### src/rtl/input_pkg.sv
// Shared action encoding and opposing-pair helpers for the DAS top level and the scheduler.
package input_pkg;

  localparam int N_ACT = 6;

  typedef enum logic [2:0] {
    HARD_DROP = 3'd0,
    ROT_CW    = 3'd1,
    ROT_CCW   = 3'd2,
    LEFT      = 3'd3,
    RIGHT     = 3'd4,
    SOFT_DROP = 3'd5
  } action_t;

  typedef enum logic [1:0] {
    S_IDLE    = 2'd0,
    S_ISSUE   = 2'd1,
    S_LOCKOUT = 2'd2
  } sched_state_t;

  // Moves each bit onto its opposing partner; actions without a partner map to 0.
  function automatic logic [N_ACT-1:0] pair_swap(input logic [N_ACT-1:0] v);
    logic [N_ACT-1:0] s;
    s = '0;
    s[ROT_CW]  = v[ROT_CCW];
    s[ROT_CCW] = v[ROT_CW];
    s[LEFT]    = v[RIGHT];
    s[RIGHT]   = v[LEFT];
    return s;
  endfunction

endpackage

### src/rtl/action_scheduler_if.sv
// Command handshake between the scheduler (master) and the game logic (slave).
interface action_scheduler_if;
  logic               cmd_valid;
  input_pkg::action_t cmd_action;
  logic               cmd_ready;

  modport master (output cmd_valid, output cmd_action, input cmd_ready);
  modport slave  (input cmd_valid, input cmd_action, output cmd_ready);
endinterface

### src/rtl/action_scheduler_counter.sv
// Up-counter with synchronous clear/load-to-zero and count enable.
module action_scheduler_counter #(
  parameter int WIDTH = 4
) (
  input  logic             clk,
  input  logic             rst,
  input  logic             i_load,
  input  logic             i_en,
  output logic [WIDTH-1:0] o_count
);

  logic [WIDTH-1:0] r_count;

  always_ff @(posedge clk) begin
    if (rst || i_load) begin
      r_count <= '0;
    end else if (i_en) begin
      r_count <= r_count + WIDTH'(1);
    end
  end

  assign o_count = r_count;

endmodule

### src/rtl/action_scheduler.sv
// Queues DAS action pulses as pending bits and issues them one at a time to the game logic.
// state     | meaning
// S_IDLE    | waiting for a pending action; picks the lowest encoding first
// S_ISSUE   | cmd_valid held with a stable cmd_action until cmd_ready
// S_LOCKOUT | post-hard-drop suppression for LOCKOUT_CYCLES cycles
module action_scheduler #(
  parameter int N_ACT          = 6,
  parameter int LOCKOUT_CYCLES = 1_000_000
) (
  input  logic                clk,
  input  logic                rst,
  input  logic [N_ACT-1:0]    act_pulse,
  output logic [N_ACT-1:0]    act_valid,
  input  logic                game_active,
  output logic                lockout,
  action_scheduler_if.master  cmd
);
  import input_pkg::*;

  localparam int             CW   = $clog2(LOCKOUT_CYCLES) + 1;
  localparam logic [CW-1:0]  LAST = CW'(LOCKOUT_CYCLES - 1);

  sched_state_t     r_state, w_state_next;
  action_t          r_act, w_act_next, w_pick;
  logic [N_ACT-1:0] r_pend, w_pend_next, w_accept, w_issue_clr;
  logic             w_clear_all, w_cnt_load, w_cnt_en;
  logic [CW-1:0]    w_count;

  action_scheduler_counter #(.WIDTH(CW)) u_lock_cnt (
    .clk     (clk),
    .rst     (rst),
    .i_load  (w_cnt_load),
    .i_en    (w_cnt_en),
    .o_count (w_count)
  );

  always_ff @(posedge clk) begin
    if (rst) begin
      r_state <= S_IDLE;
      r_pend  <= '0;
      r_act   <= HARD_DROP;
    end else begin
      r_state <= w_state_next;
      r_pend  <= w_pend_next;
      r_act   <= w_act_next;
    end
  end

  always_comb begin
    w_state_next = r_state;
    w_act_next   = r_act;
    w_issue_clr  = '0;
    w_clear_all  = 1'b0;
    w_cnt_load   = 1'b0;
    w_cnt_en     = 1'b0;
    w_pick       = HARD_DROP;

    for (int i = N_ACT - 1; i >= 0; i--) begin
      if (r_pend[i]) w_pick = action_t'(i[2:0]);
    end

    // A pulse is dropped if its bit is already set or its partner pulses in the same cycle.
    w_accept = (game_active && r_state != S_LOCKOUT)
             ? (act_pulse & ~r_pend & ~pair_swap(act_pulse)) : '0;

    case (r_state)
      S_IDLE: begin
        if (|r_pend) begin
          w_act_next   = w_pick;
          w_issue_clr  = N_ACT'(1) << w_pick;
          w_state_next = S_ISSUE;
        end
      end
      S_ISSUE: begin
        if (cmd.cmd_ready) begin
          if (r_act == HARD_DROP) begin
            w_state_next = S_LOCKOUT;
            w_cnt_load   = 1'b1;
            w_clear_all  = 1'b1;
          end else begin
            w_state_next = S_IDLE;
          end
        end
      end
      S_LOCKOUT: begin
        w_cnt_en = 1'b1;
        if (w_count == LAST) w_state_next = S_IDLE;
      end
      default: w_state_next = S_IDLE;
    endcase

    if (!game_active) begin
      w_state_next = S_IDLE;
      w_act_next   = r_act;
      w_clear_all  = 1'b1;
    end

    w_pend_next = w_clear_all ? '0
                : (((r_pend & ~w_issue_clr) & ~pair_swap(w_accept)) | w_accept);
  end

  always_comb begin
    act_valid = '0;
    for (int i = 0; i < N_ACT; i++) begin
      act_valid[i] = game_active && (r_state != S_LOCKOUT) && !r_pend[i]
                   && !(r_state == S_ISSUE && r_act == action_t'(i[2:0]));
    end
  end

  assign cmd.cmd_valid  = (r_state == S_ISSUE);
  assign cmd.cmd_action = r_act;
  assign lockout        = (r_state == S_LOCKOUT);

endmodule

### src/flat_wrapper.sv
// flat-port wrapper written by rule: the top's interface ports become plain ports
module action_scheduler_flat import input_pkg::*;
#(
  parameter int N_ACT          = 6,
  parameter int LOCKOUT_CYCLES = 1_000_000
)
  (clk, rst, act_pulse, act_valid, game_active, lockout, cmd_cmd_valid, cmd_cmd_action, cmd_cmd_ready);
  action_scheduler_if cmd_i ();
  input  logic clk;
  input  logic rst;
  input  logic [N_ACT-1:0] act_pulse;
  output logic [N_ACT-1:0] act_valid;
  input  logic game_active;
  output logic lockout;
  output wire logic [$bits(cmd_i.cmd_valid)-1:0] cmd_cmd_valid;
  output wire logic [$bits(cmd_i.cmd_action)-1:0] cmd_cmd_action;
  input wire logic [$bits(cmd_i.cmd_ready)-1:0] cmd_cmd_ready;
  assign cmd_cmd_valid = cmd_i.cmd_valid;
  assign cmd_cmd_action = cmd_i.cmd_action;
  assign cmd_i.cmd_ready = cmd_cmd_ready;
  action_scheduler #(.N_ACT(N_ACT), .LOCKOUT_CYCLES(LOCKOUT_CYCLES)) u_core (.clk(clk), .rst(rst), .act_pulse(act_pulse), .act_valid(act_valid), .game_active(game_active), .lockout(lockout), .cmd(cmd_i));
endmodule
### config.mk
export PLATFORM = sky130hd
export DESIGN_NAME = action_scheduler_flat
export DESIGN_NICKNAME = d
export VERILOG_FILES = /design/src/rtl/input_pkg.sv /design/src/rtl/action_scheduler_if.sv /design/src/rtl/action_scheduler_counter.sv /design/src/rtl/action_scheduler.sv /design/src/flat_wrapper.sv
export SDC_FILE = /design/constraint.sdc
export NUM_CORES = 1
export LEC_CHECK = 0
export CORE_ASPECT_RATIO = 0.7
export CORE_MARGIN = 5
export CORE_UTILIZATION = 58
export CTS_CLUSTER_DIAMETER = 40
export CTS_CLUSTER_SIZE = 10
export DETAILED_ROUTE_END_ITERATION = 16
export GPL_TIMING_DRIVEN = 0
export PLACE_DENSITY = 0.83
export SYNTH_ARGS = -nofsm -noshare
export SYNTH_HDL_FRONTEND = slang
export SYNTH_SLANG_ARGS = --single-unit
### constraint.sdc
create_clock -name clk -period 5 [get_ports clk]
set_input_delay 1 -clock clk [delete_from_list [all_inputs] [get_ports clk]]
set_output_delay 1 -clock clk [all_outputs]
set_load 0.01 [all_outputs]
# Yosys cells after proc, flatten, opt, wreduce, memory -nomap -nowiden
# Cells that the tools add are included.
# classes
shifts	1
eq_ne	12
muxes	19
n_div	0
order_cmp	0
reduce_logical	39
n_mul	0
add_sub_neg	1
bitwise	10
# ops
cell	count
6-bit bitwise AND	4
21-bit by 1-bit adder with 21-bit output, second input constant	1
21-bit by 20-bit == test with 1-bit output, second input constant	1
1-bit logical AND	19
3-bit two-way mux	6
6-bit two-way mux	3
1-bit logical NOT	12
5-bit inverter with 6-bit output	2
6-bit inverter	2
2-bit two-way mux	4
3-bit by 2-bit == test with 1-bit output, second input constant	2
3-bit == test, second input constant	2
2-bit by 1-bit inequality test with 1-bit output, second input constant	3
6-bit bitwise OR	1
2-bit one-hot mux with 3 select lines	1
3-bit AND reduction	2
6-bit OR reduction	1
1-bit by 3-bit left shift with 6-bit output, first input constant	1
1-bit two-way mux	5
2-bit OR reduction	2
3-bit by 1-bit == test with 1-bit output, second input constant	1
3-bit logical NOT	1
2-bit by 1-bit == test with 1-bit output, second input constant	1
2-bit == test, second input constant	1
4 further kinds	4
# word_totals
in_bits	10
memories	0
latchBits	0
output_inout_bits	11
elab_cells	86
mem_bits_ro	0
mem_bits_rw	0
reg_bits	32

# Logic depth before layout (Yosys ltp)
# Gate-level depths: netlist of the first run.
# depth
ltp_word	13
depth_mapped	6
mapped_depth_nobuf	5

# By module
# Synthesis of the first run repeated with hierarchy kept, for this count alone.
# unflattened
hier_cells	202
area_unflattened_um2	1661.6
# modules_own_cells
module	cells_per_inst	seq_area_each_um2	instances	area_each_um2
action_scheduler_counter	111	420.4	1	959.7
action_scheduler	91	220.2	1	701.9

# Worst setup path after synthesis of the first run
# Ideal clock, no wire load.
# synth_path
path_kind	input-to-output
startpoint	input port game_active
endpoint	output port act_valid[2]
slack_ns	2.157
cell_stages	3
arrival_time_ns	1.843
path_cell_list	clkbuf_1 -> nand2_1 -> a311oi_1
# synth_via
elab_chain_len	3
# synth_lines
item	line_no	text
from (decl)	flat_wrapper.sv:13	input logic game_active;
1-bit logical AND (2 in a row)	action_scheduler.sv:105	act_valid[i] = game_active && (r_state != S_LOCKOUT) && !r_pend[i]
1-bit logical AND	action_scheduler.sv:106	&& !(r_state == S_ISSUE && r_act == action_t'(i[2:0]));
to (decl)	flat_wrapper.sv:12	output logic [N_ACT-1:0] act_valid;
# No other way between the ends.

# Worst setup path in the final report of the first run
# Ends and elaborated chain as after synthesis.

==> impl_metrics.toml, run 1 <==
[timing]
finalSetupTns_ns = 0
finalCritPeriodShare = 0.800
skew_ns = 0.00348
final-hold-violation-count = 0
rsz0062_at_grt = "false"
max_slew_margin = 0.621
setup_viol = 0
worst_slew_pin_slew_ns = 0.560
min_period_ns = 4.00
drv_slew = 0
fmax_mhz = 250

[clock_tree]
clock_path_buffers = 2
clk_pin_slew_ns = 0.07
cts_root_buffer = "clkbuf_8"
cts.sinks = 32
cts_htree_levels = 2
clkLatencyLatePin_ns = 0.29
tritoncts = "yes"
cts.repair.resized = 0
post-cts-setup-buffers = 0
cts_hold_buf = 0
numCtsBuffers = 5

[setup_path]
critPathSlowestCell = "clkdlybuf4s50_1"
required_ns = 4.00
regToRegSetupSlack_ns = 3.03
endpoint_kind = "output port"
crit_chain = "clkdlybuf4s50_1 -> clkbuf_1 -> nand2_1 -> a311oi_1 -> clkdlybuf4s50_1"
cp_max_fo = 10
path_common_cell = "clkdlybuf4s50_1"
critical_path_class = "input port to output port"
crit_start = "game_active"
cp.arrival_ns = 3.00
cp-start-kind = "input port"
r2r-start = "u_core.u_lock_cnt.o_count[0]$_SDFFE_PP0P_"
slowest_delay_ns = 0.58

[pwr]
p_leak_nw = 0.662
switching_share = 0.244
combPwrFrac = 0.100
intPower_mw = 0.393
clkPwrFrac = 0.398
seqPwrFrac = 0.502
power.net_switching_mw = 0.127
peakVddDrop_mv = 0.200
power.density_nw_per_um2 = 259
total_power_mw = 0.520

[logic_synthesis]
synth_edf_count = 0
synth_most_common_cell = "dfxtp_1"
netlist_instances = 201
synth_flop_cell = "dfxtp_1"
ys_types = 47
ys_top_cells_by_area = "dfxtp_1 38%, a21oi_1 5.7%, nor2_1 4.5%, nand2_1 3.4%, o21ai_0 3.3%"
synth_seq_cells = 32
synth_top_area_frac = 0.385
synthArstFlopShare = 0
yosysSeqAreaShare = 0.385
ys_warn_count = 0
syn_area_per_cell_um2 = 8.29
syn_nets = 212
synthTopCellsByCount = "32 x dfxtp_1, 20 x nor2_1, 19 x a21oi_1"
synth_top_area_cell = "dfxtp_1"
syn_area_um2 = 1670

[final_layout]
layout-drive-gt1-share = 0.0873
area_growth_pct = 20.3
diodes = 0
post-route-cell-area_um2 = 2000
nets = 239
final_util = 0.720
stdcell_count = 265
fillers = 216

[route]
ant_nets = 0
drt_first_pass_iters = 5
routed_wl_um = 4260
wl_per_cell_um = 16.1
drt-initial-drc-count = 173
vias = 1675
drc = 0
viasPerCell = 6.32

[global_routing]
grt_max_degree = 11
grt_use_total = 0.231
grt_overflow = 0
grt_pass1_vias = 1484
antenna_found_initial = 0
grt_pass1_wl_um = 6960

[floorplanning]
die_h_um = 54.8
dieArea_um2 = 4060
io_pins = 21
core_um2 = 2780
die_x_um = 74.0
initial_core_util = 0.598
row_count = 16

[placed_design]
dp_hpwl_um = 3110
dp_cells = 257
io_buffers = 20
gp_congestion = 0.926
placed_area_um2 = 1910

[run]
cap_violations = 0

[worst_hold_path]
hp-class = "flip-flop to flip-flop"
min_from = "u_core.u_lock_cnt.o_count[1]$_SDFFE_PP0P_"

[run_status]
status = "finished, final reports clean"
[cell usage in the layout, fill, tap and decap left out, types with 2 or more instances in the layout]
cell             Yosys  final
a21oi_1             19     19
nor2_1              20     20
a31oi_1              3      3
nand3_1              4      4
nand2_1             15     15
or4_1                5      5
buf_6                2      2
nor3_1               9      9
o21ai_0             11     11
o211ai_1             3      3
nand4_1              6      6
clkbuf_8             0      6
and4_2               2      2
xnor2_1              5      5
clkdlybuf4s50_1      0     20
clkbuf_1             5      5
or3_1                8      8
dfxtp_1             32     32
nor4_1               3      3
a311oi_1             4      4
xor2_1               4      4
nand4b_1             4      4
nor2b_1              4      4
nand3b_1             2      2
nand2b_1             3      3
clkinv_2             0      2
inv_1                5      5
[worst paths after layout]
| path | end | cells past startpoint |
|---|---|---|
| max | act_valid[2] | 5 |
| min | u_core.u_lock_cnt.o_count[1]$_SDFFE_PP0P_ | 2 |
| min reg2reg | u_core.u_lock_cnt.o_count[1]$_SDFFE_PP0P_ | 2 |
| max reg2reg | u_core.u_lock_cnt.o_count[20]$_SDFFE_PP0P_ | 6 |
[registers in the layout, indices dropped and copies added (netlist names)]
register,flops
u_core.cmd.cmd_action,3
u_core.r_pend,6
u_core.r_state,2
u_core.u_lock_cnt.o_count,21
[layout make-up]
cell class              count  area [um2]  area share
multi-input cells         156         960       0.479
inverters                   5        18.8     0.00937
clock inverters             2        10.0     0.00500
clock buffers               6        82.6      0.0412
well taps                  36        45.0      0.0225
flip-flops and latches     32         641       0.320
plain buffers               8        46.3      0.0231
repair buffers             20         200      0.0999
[metal layers]
layer,track usage,vias up,wire length [um],part of all wire
met5,0,-,0,0
met4,0.0753,0,37,0.0087
met3,0.0752,4,311,0.073
met2,0.341,69,1840,0.43
met1,0.319,800,2070,0.49
li1,-,802,-,-
[power by group through the flow]
stage | Clock (mW) | Combinational (mW) | Sequential [mW]
floorplan | 0 | 0.0273 | 0.266
global route | 0.223 | 0.0560 | 0.261
global placement | 0 | 0.0501 | 0.266
CTS | 0.211 | 0.0515 | 0.261
finish | 0.207 | 0.0520 | 0.261
detailed placement | 0 | 0.0513 | 0.266
[critical path, delay by kind of cell]
kind,cells,cell delay [ns]
AO/OA/AOI/OAI,1,0.32
buffers and inverters,3,1.39
AND/OR/NAND/NOR,1,0.28
[kinds of logic after synthesis]
family	share of synthesized area
AND/OR/NAND/NOR	0.335
AO/OA/AOI/OAI	0.180
flip-flops	0.385
buffers and inverters	0.0391
XOR/XNOR	0.0473
multiplexers	0.00601
adder cells (fa/ha/maj)	0.00751
[stage by stage]
stage               hold slack [ns]  setup slack (ns)
floorplan                     0.454              2.16
global placement              0.463              1.05
detailed placement            0.483              1.02
CTS                           0.492              1.02
global route                  0.517             0.895
finish                        0.492             0.998
No activity file was read; power rests on OpenSTA's default activity.
==> run 2: changes to the inputs <==
--- a/config.mk
+++ b/config.mk
@@ -7,12 +7,12 @@
 export LEC_CHECK = 0
 export CORE_ASPECT_RATIO = 0.7
 export CORE_MARGIN = 5
-export CORE_UTILIZATION = 58
+export CORE_UTILIZATION = 54
 export CTS_CLUSTER_DIAMETER = 40
 export CTS_CLUSTER_SIZE = 10
 export DETAILED_ROUTE_END_ITERATION = 16
 export GPL_TIMING_DRIVEN = 0
-export PLACE_DENSITY = 0.83
+export PLACE_DENSITY = 0.78
 export SYNTH_ARGS = -nofsm -noshare
 export SYNTH_HDL_FRONTEND = slang
 export SYNTH_SLANG_ARGS = --single-unit
==> constraint.sdc (replaced) <==
create_clock -name clk -period 4 [get_ports clk]
set_input_delay 0.8 -clock clk [delete_from_list [all_inputs] [get_ports clk]]
set_output_delay 0.8 -clock clk [all_outputs]
set_load 0.01 [all_outputs]
==> run 2 against run 1 <==
Effect of this change: clock skew up 0.0014 ns; utilization down 2.6 points; clock-buffer cell count is 2 higher; power rose by 25%; first-iteration DRC count increased by 32%; sequential power up 25%; clock power increased by 25%; register-to-register slack got worse by 0.98 ns; critical path depth unchanged; critical endpoint is now act_valid[5]; highest routed layer unchanged.
==> impl_metrics.toml, run 2 (synthesized netlist as in run 1, its figures left out) <==
[floorplanning]
dieArea_um2 = 4310
core_um2 = 2880
die_x_um = 76.4
die_h_um = 56.5
io_pins = 21
row_count = 16
initial_core_util = 0.578

[timing]
finalSetupTns_ns = 0
drv_slew = 0
fin_ws_ns = 0.294
min_period_ns = 3.71
finalCritPeriodShare = 0.927
hold-worst-slack_ns = 0.505
max_slew_margin = 0.614
rsz0062_at_grt = "false"
fmax_mhz = 270
skew_ns = 0.00483
setup_viol = 0
worst_slew_pin_slew_ns = 0.571
final-hold-violation-count = 0

[global_routing]
use_met3 = 0.0591
use_met1 = 0.275
grt_pass1_vias = 1524
busiest_layer = "met2"
grt_use_total = 0.204
grt_overflow = 0
grtUsageMet2 = 0.307
antenna_found_initial = 0
grt_pass1_wl_um = 7200
grt_max_degree = 11

[setup_path]
cp-start-kind = "input port"
cp_max_fo = 10
cp.arrival_ns = 2.91
critical_path_class = "input port to output port"
endpoint_kind = "output port"
required_ns = 3.20

[final_layout]
fillers = 232
layout_common_cells = "32 x dfxtp_1, 20 x nor2_1, 20 x clkdlybuf4s50_1, 19 x a21oi_1, 15 x nand2_1"
layout-drive-gt1-share = 0.0786
multiInputGateArea_um2 = 960
seqCellArea_um2 = 641
layout_commonest_cell = "dfxtp_1"
largest_reg_flops = 21
area_growth_pct = 20.1
nets = 239
post-route-cell-area_um2 = 2000
stdcell_count = 265
diodes = 0

[clock_tree]
cts_hold_buf = 0
numCtsBuffers = 5
post-cts-setup-buffers = 0
cts.repair.resized = 0
clkLatencyLatePin_ns = 0.29
cts_htree_levels = 2
cts.sinks = 32
cts_root_buffer = "clkbuf_8"
clock_path_buffers = 2
clk_pin_slew_ns = 0.06
tritoncts = "yes"

[placed_design]
gp_congestion = 0.901
dp_hpwl_um = 3030
io_buffers = 20
dp_cells = 257
placed_area_um2 = 1910
place_ws_ns = 0.383

[run]
cap_violations = 0

[route]
wl_per_cell_um = 16.1
drc = 0
drt_first_pass_iters = 5
vias = 1698
viasPerCell = 6.41
drt-initial-drc-count = 229
ant_nets = 0
routed_wl_um = 4270

[pwr]
p_leak_nw = 0.656
peakVddDrop_mv = 0.265
power.density_nw_per_um2 = 325

[worst_hold_path]
hp-class = "flip-flop to flip-flop"

[run_status]
status = "finished, final reports clean"
-- run 2: cell types whose count changed in the layout (fill, tap and decap cells not counted) --
cell / before / now
clkbuf_1: 5 / 7
clkinv_2: 2 / 0
-- run 2: final cells by class --
| class | instances | area share |
|---|---|---|
| sequential | 32 | 0.320 |
| tap | 36 | 0.0225 |
| buffer | 8 | 0.0231 |
| clock buffer | 8 | 0.0450 |
| multi-input combinational | 156 | 0.480 |
| inverter | 5 | 0.00938 |
| timing repair buffer | 20 | 0.100 |
-- run 2: worst paths after layout --
kind	start	endpoint	slack (ns)	cells after the start
worst max-delay path	game_active	act_valid[5]	0.29	5
worst min register to register	u_core.u_lock_cnt.o_count[19]$_SDFFE_PP0P_	u_core.u_lock_cnt.o_count[19]$_SDFFE_PP0P_	0.50	2
worst max register to register	u_core.u_lock_cnt.o_count[0]$_SDFFE_PP0P_	u_core.u_lock_cnt.o_count[20]$_SDFFE_PP0P_	2.05	6
worst min-delay path	u_core.u_lock_cnt.o_count[19]$_SDFFE_PP0P_	u_core.u_lock_cnt.o_count[19]$_SDFFE_PP0P_	0.50	2
-- run 2: where the power goes --
| group | internal [mW] | leakage [nW] | total, mW | switching (mW) |
|---|---|---|---|---|
| clock network | 0.140 | 0.0455 | 0.259 | 0.119 |
| logic | 0.0320 | 0.353 | 0.0653 | 0.0332 |
| registers | 0.322 | 0.258 | 0.326 | 0.00444 |
| total | 0.494 | 0.656 | 0.650 | 0.157 |
-- run 2: critical path, stage by stage --
cell and delay [ns]:
clkdlybuf4s50_1 0.48, clkbuf_1 0.39, nand2_1 0.31, a311oi_1 0.34, clkdlybuf4s50_1 0.58
-- run 2: per-stage QoR --
step / power, mW / utilization
floorplan: 0.366 / -
global placement: 0.395 / 0.663
detailed placement: 0.396 / 0.663
CTS: 0.650 / 0.694
global route: 0.668 / 0.694
finish: 0.650 / 0.694
-- run 2: routing by layer --
layer	share of wire	up-vias
met5	0	-
met4	0.016	0
met3	0.098	10
met2	0.42	86
met1	0.46	793
li1	-	809
==> run 3: changes to the inputs <==
--- a/config.mk
+++ b/config.mk
@@ -5,14 +5,16 @@
 export SDC_FILE = /design/constraint.sdc
 export NUM_CORES = 1
 export LEC_CHECK = 0
+export ABC_CLOCK_PERIOD_IN_PS = 4000
 export CORE_ASPECT_RATIO = 0.7
 export CORE_MARGIN = 5
-export CORE_UTILIZATION = 54
+export CORE_UTILIZATION = 57
+export CTS_BUF_LIST = sky130_fd_sc_hd__clkbuf_4
 export CTS_CLUSTER_DIAMETER = 40
 export CTS_CLUSTER_SIZE = 10
 export DETAILED_ROUTE_END_ITERATION = 16
 export GPL_TIMING_DRIVEN = 0
-export PLACE_DENSITY = 0.78
+export PLACE_DENSITY = 0.82
 export SYNTH_ARGS = -nofsm -noshare
 export SYNTH_HDL_FRONTEND = slang
 export SYNTH_SLANG_ARGS = --single-unit
==> constraint.sdc (replaced) <==
create_clock -name clk -period 4 [get_ports clk]
set_input_delay 1 -clock clk [delete_from_list [all_inputs] [get_ports clk]]
set_output_delay 1 -clock clk [all_outputs]
set_load 0.01 [all_outputs]
==> run 3 against run 2 <==
Effect of this change: clock skew rose by 0.0036 ns; global-route usage rose by 1.5 points; clock-buffer cell count decreased by 3; sequential cell count unchanged; power decreased by 14%; clock power decreased by 34%; worst setup slack better by 0.17 ns; largest power group unchanged.
==> impl_metrics.toml, run 3 (synthesized netlist as in run 1, its figures left out) <==
[run_status]
status = "finished, final reports clean"

[route]
viasPerCell = 6.20
vias = 1631
drt_first_pass_iters = 4
wl_per_cell_um = 16.1
ant_nets = 0
drt-initial-drc-count = 106
drc = 0
routed_wl_um = 4240

[clock_tree]
cts_htree_levels = 2
cts_root_buffer = "clkbuf_4"
cts_hold_buf = 0
tritoncts = "yes"
clkLatencyLatePin_ns = 0.34
post-cts-setup-buffers = 0
clk_pin_slew_ns = 0.10
numCtsBuffers = 5
cts.sinks = 32
clock_path_buffers = 2

[global_routing]
grt_pass1_wl_um = 7020
grt_overflow = 0
grt_use_total = 0.219
grt_max_degree = 12
antenna_found_initial = 0
grt_pass1_vias = 1480

[placed_design]
dp_hpwl_um = 3150
dp_cells = 257
io_buffers = 20
placed_area_um2 = 1910
gp_congestion = 0.865

[final_layout]
layout_commonest_cell = "dfxtp_1"
seqCellArea_um2 = 641
area_growth_pct = 17.4
post-route-cell-area_um2 = 1950
final_util = 0.697
nets = 238
layout_common_cells = "32 x dfxtp_1, 20 x nor2_1, 19 x a21oi_1, 19 x clkdlybuf4s50_1, 15 x nand2_1"
stdcell_count = 263
fillers = 224
diodes = 0
layout-drive-gt1-share = 0.0749
largest_reg_flops = 21
multiInputGateArea_um2 = 960

[timing]
drv_slew = 0
fmax_mhz = 283
final-hold-violation-count = 0
finalCritPeriodShare = 0.884
worst_slew_pin_slew_ns = 0.593
skew_ns = 0.00838
setup_viol = 0
rsz0062_at_grt = "false"
min_period_ns = 3.54
hold-worst-slack_ns = 0.494
max_slew_margin = 0.598

[setup_path]
endpoint_kind = "output port"
cp.arrival_ns = 2.54
regToRegSetupSlack_ns = 2.02
cp-start-kind = "input port"
cp_max_fo = 11
slowest_delay_ns = 0.59
r2r-end = "u_core.u_lock_cnt.o_count[20]$_SDFFE_PP0P_"
critical_path_class = "input port to output port"
required_ns = 3.00
crit_chain = "dlymetal6s2s_1 -> nand2_1 -> a311oi_1 -> clkdlybuf4s50_1"
r2r_cells = 6
r2r-start = "u_core.u_lock_cnt.o_count[0]$_SDFFE_PP0P_"
critPathSlowestCell = "clkdlybuf4s50_1"

[floorplanning]
initial_core_util = 0.594
die_h_um = 55.2
die_x_um = 74.6
row_count = 16
io_pins = 21
core_um2 = 2800
dieArea_um2 = 4120

[worst_hold_path]
hold_end = "u_core.u_lock_cnt.o_count[19]$_SDFFE_PP0P_"
hp-class = "flip-flop to flip-flop"
min_path_cells = 2
min_from = "u_core.u_lock_cnt.o_count[19]$_SDFFE_PP0P_"

[pwr]
peakVddDrop_mv = 0.243
power.density_nw_per_um2 = 287
p_leak_nw = 0.645

[run]
cap_violations = 0
run 3: worst max path at each step:
stage	start	endpoint	slack, ns
floorplan	game_active	act_valid[2]	1.16
global placement	game_active	act_valid[2]	0.06
detailed placement	game_active	act_valid[3]	-0.05
CTS	game_active	act_valid[3]	0.1
global route	game_active	act_valid[3]	0.36
finish	game_active	act_valid[3]	0.46
run 3: power by group:
part | total [mW] | internal [mW] | switching, mW | leakage [nW]
Combinational | 0.0641 | 0.0318 | 0.0323 | 0.361
Clock | 0.171 | 0.0612 | 0.110 | 0.0261
Sequential | 0.326 | 0.321 | 0.00466 | 0.258
Total | 0.561 | 0.414 | 0.147 | 0.645
run 3: layout make-up:
class / instances / area share
Clock inverter: 2 / 0.00384
Timing Repair Buffer: 20 / 0.104
Buffer: 7 / 0.0218
Inverter: 5 / 0.00960
Sequential cell: 32 / 0.328
Multi-Input combinational cell: 156 / 0.491
Tap cell: 36 / 0.0230
Clock buffer: 5 / 0.0192
run 3: timing repair:
| item | in CTS | in global routing |
|---|---|---|
| endpoints found under the setup margin | 2 | 2 |
| resized for setup | 0 | 1 |
| pin swaps | 0 | 0 |
| cloned | 0 | 0 |
run 3: stage by stage:
stage	TNS [ns]	setup WS, ns	power, mW
floorplan	0	1.16	0.366
finish	0	0.465	0.561
CTS	0	0.0952	0.564
global placement	0	0.0591	0.395
detailed placement	-0.0537	-0.0508	0.397
global route	0	0.357	0.590
run 3: worst max-delay path, delay by kind of cell:
family	cells	cell delay [ns]
AO/OA/AOI/OAI	1	0.36
AND/OR/NAND/NOR	1	0.26
buffers and inverters	2	0.91
run 3: layer usage:
metal  GRT usage  wire [um]  vias to the layer above
li1            -          -                      807
met4       0.104         95                        0
met1       0.317       2050                      765
met5           0          0                        -
met2       0.293       1800                       50
met3      0.0634        298                        9
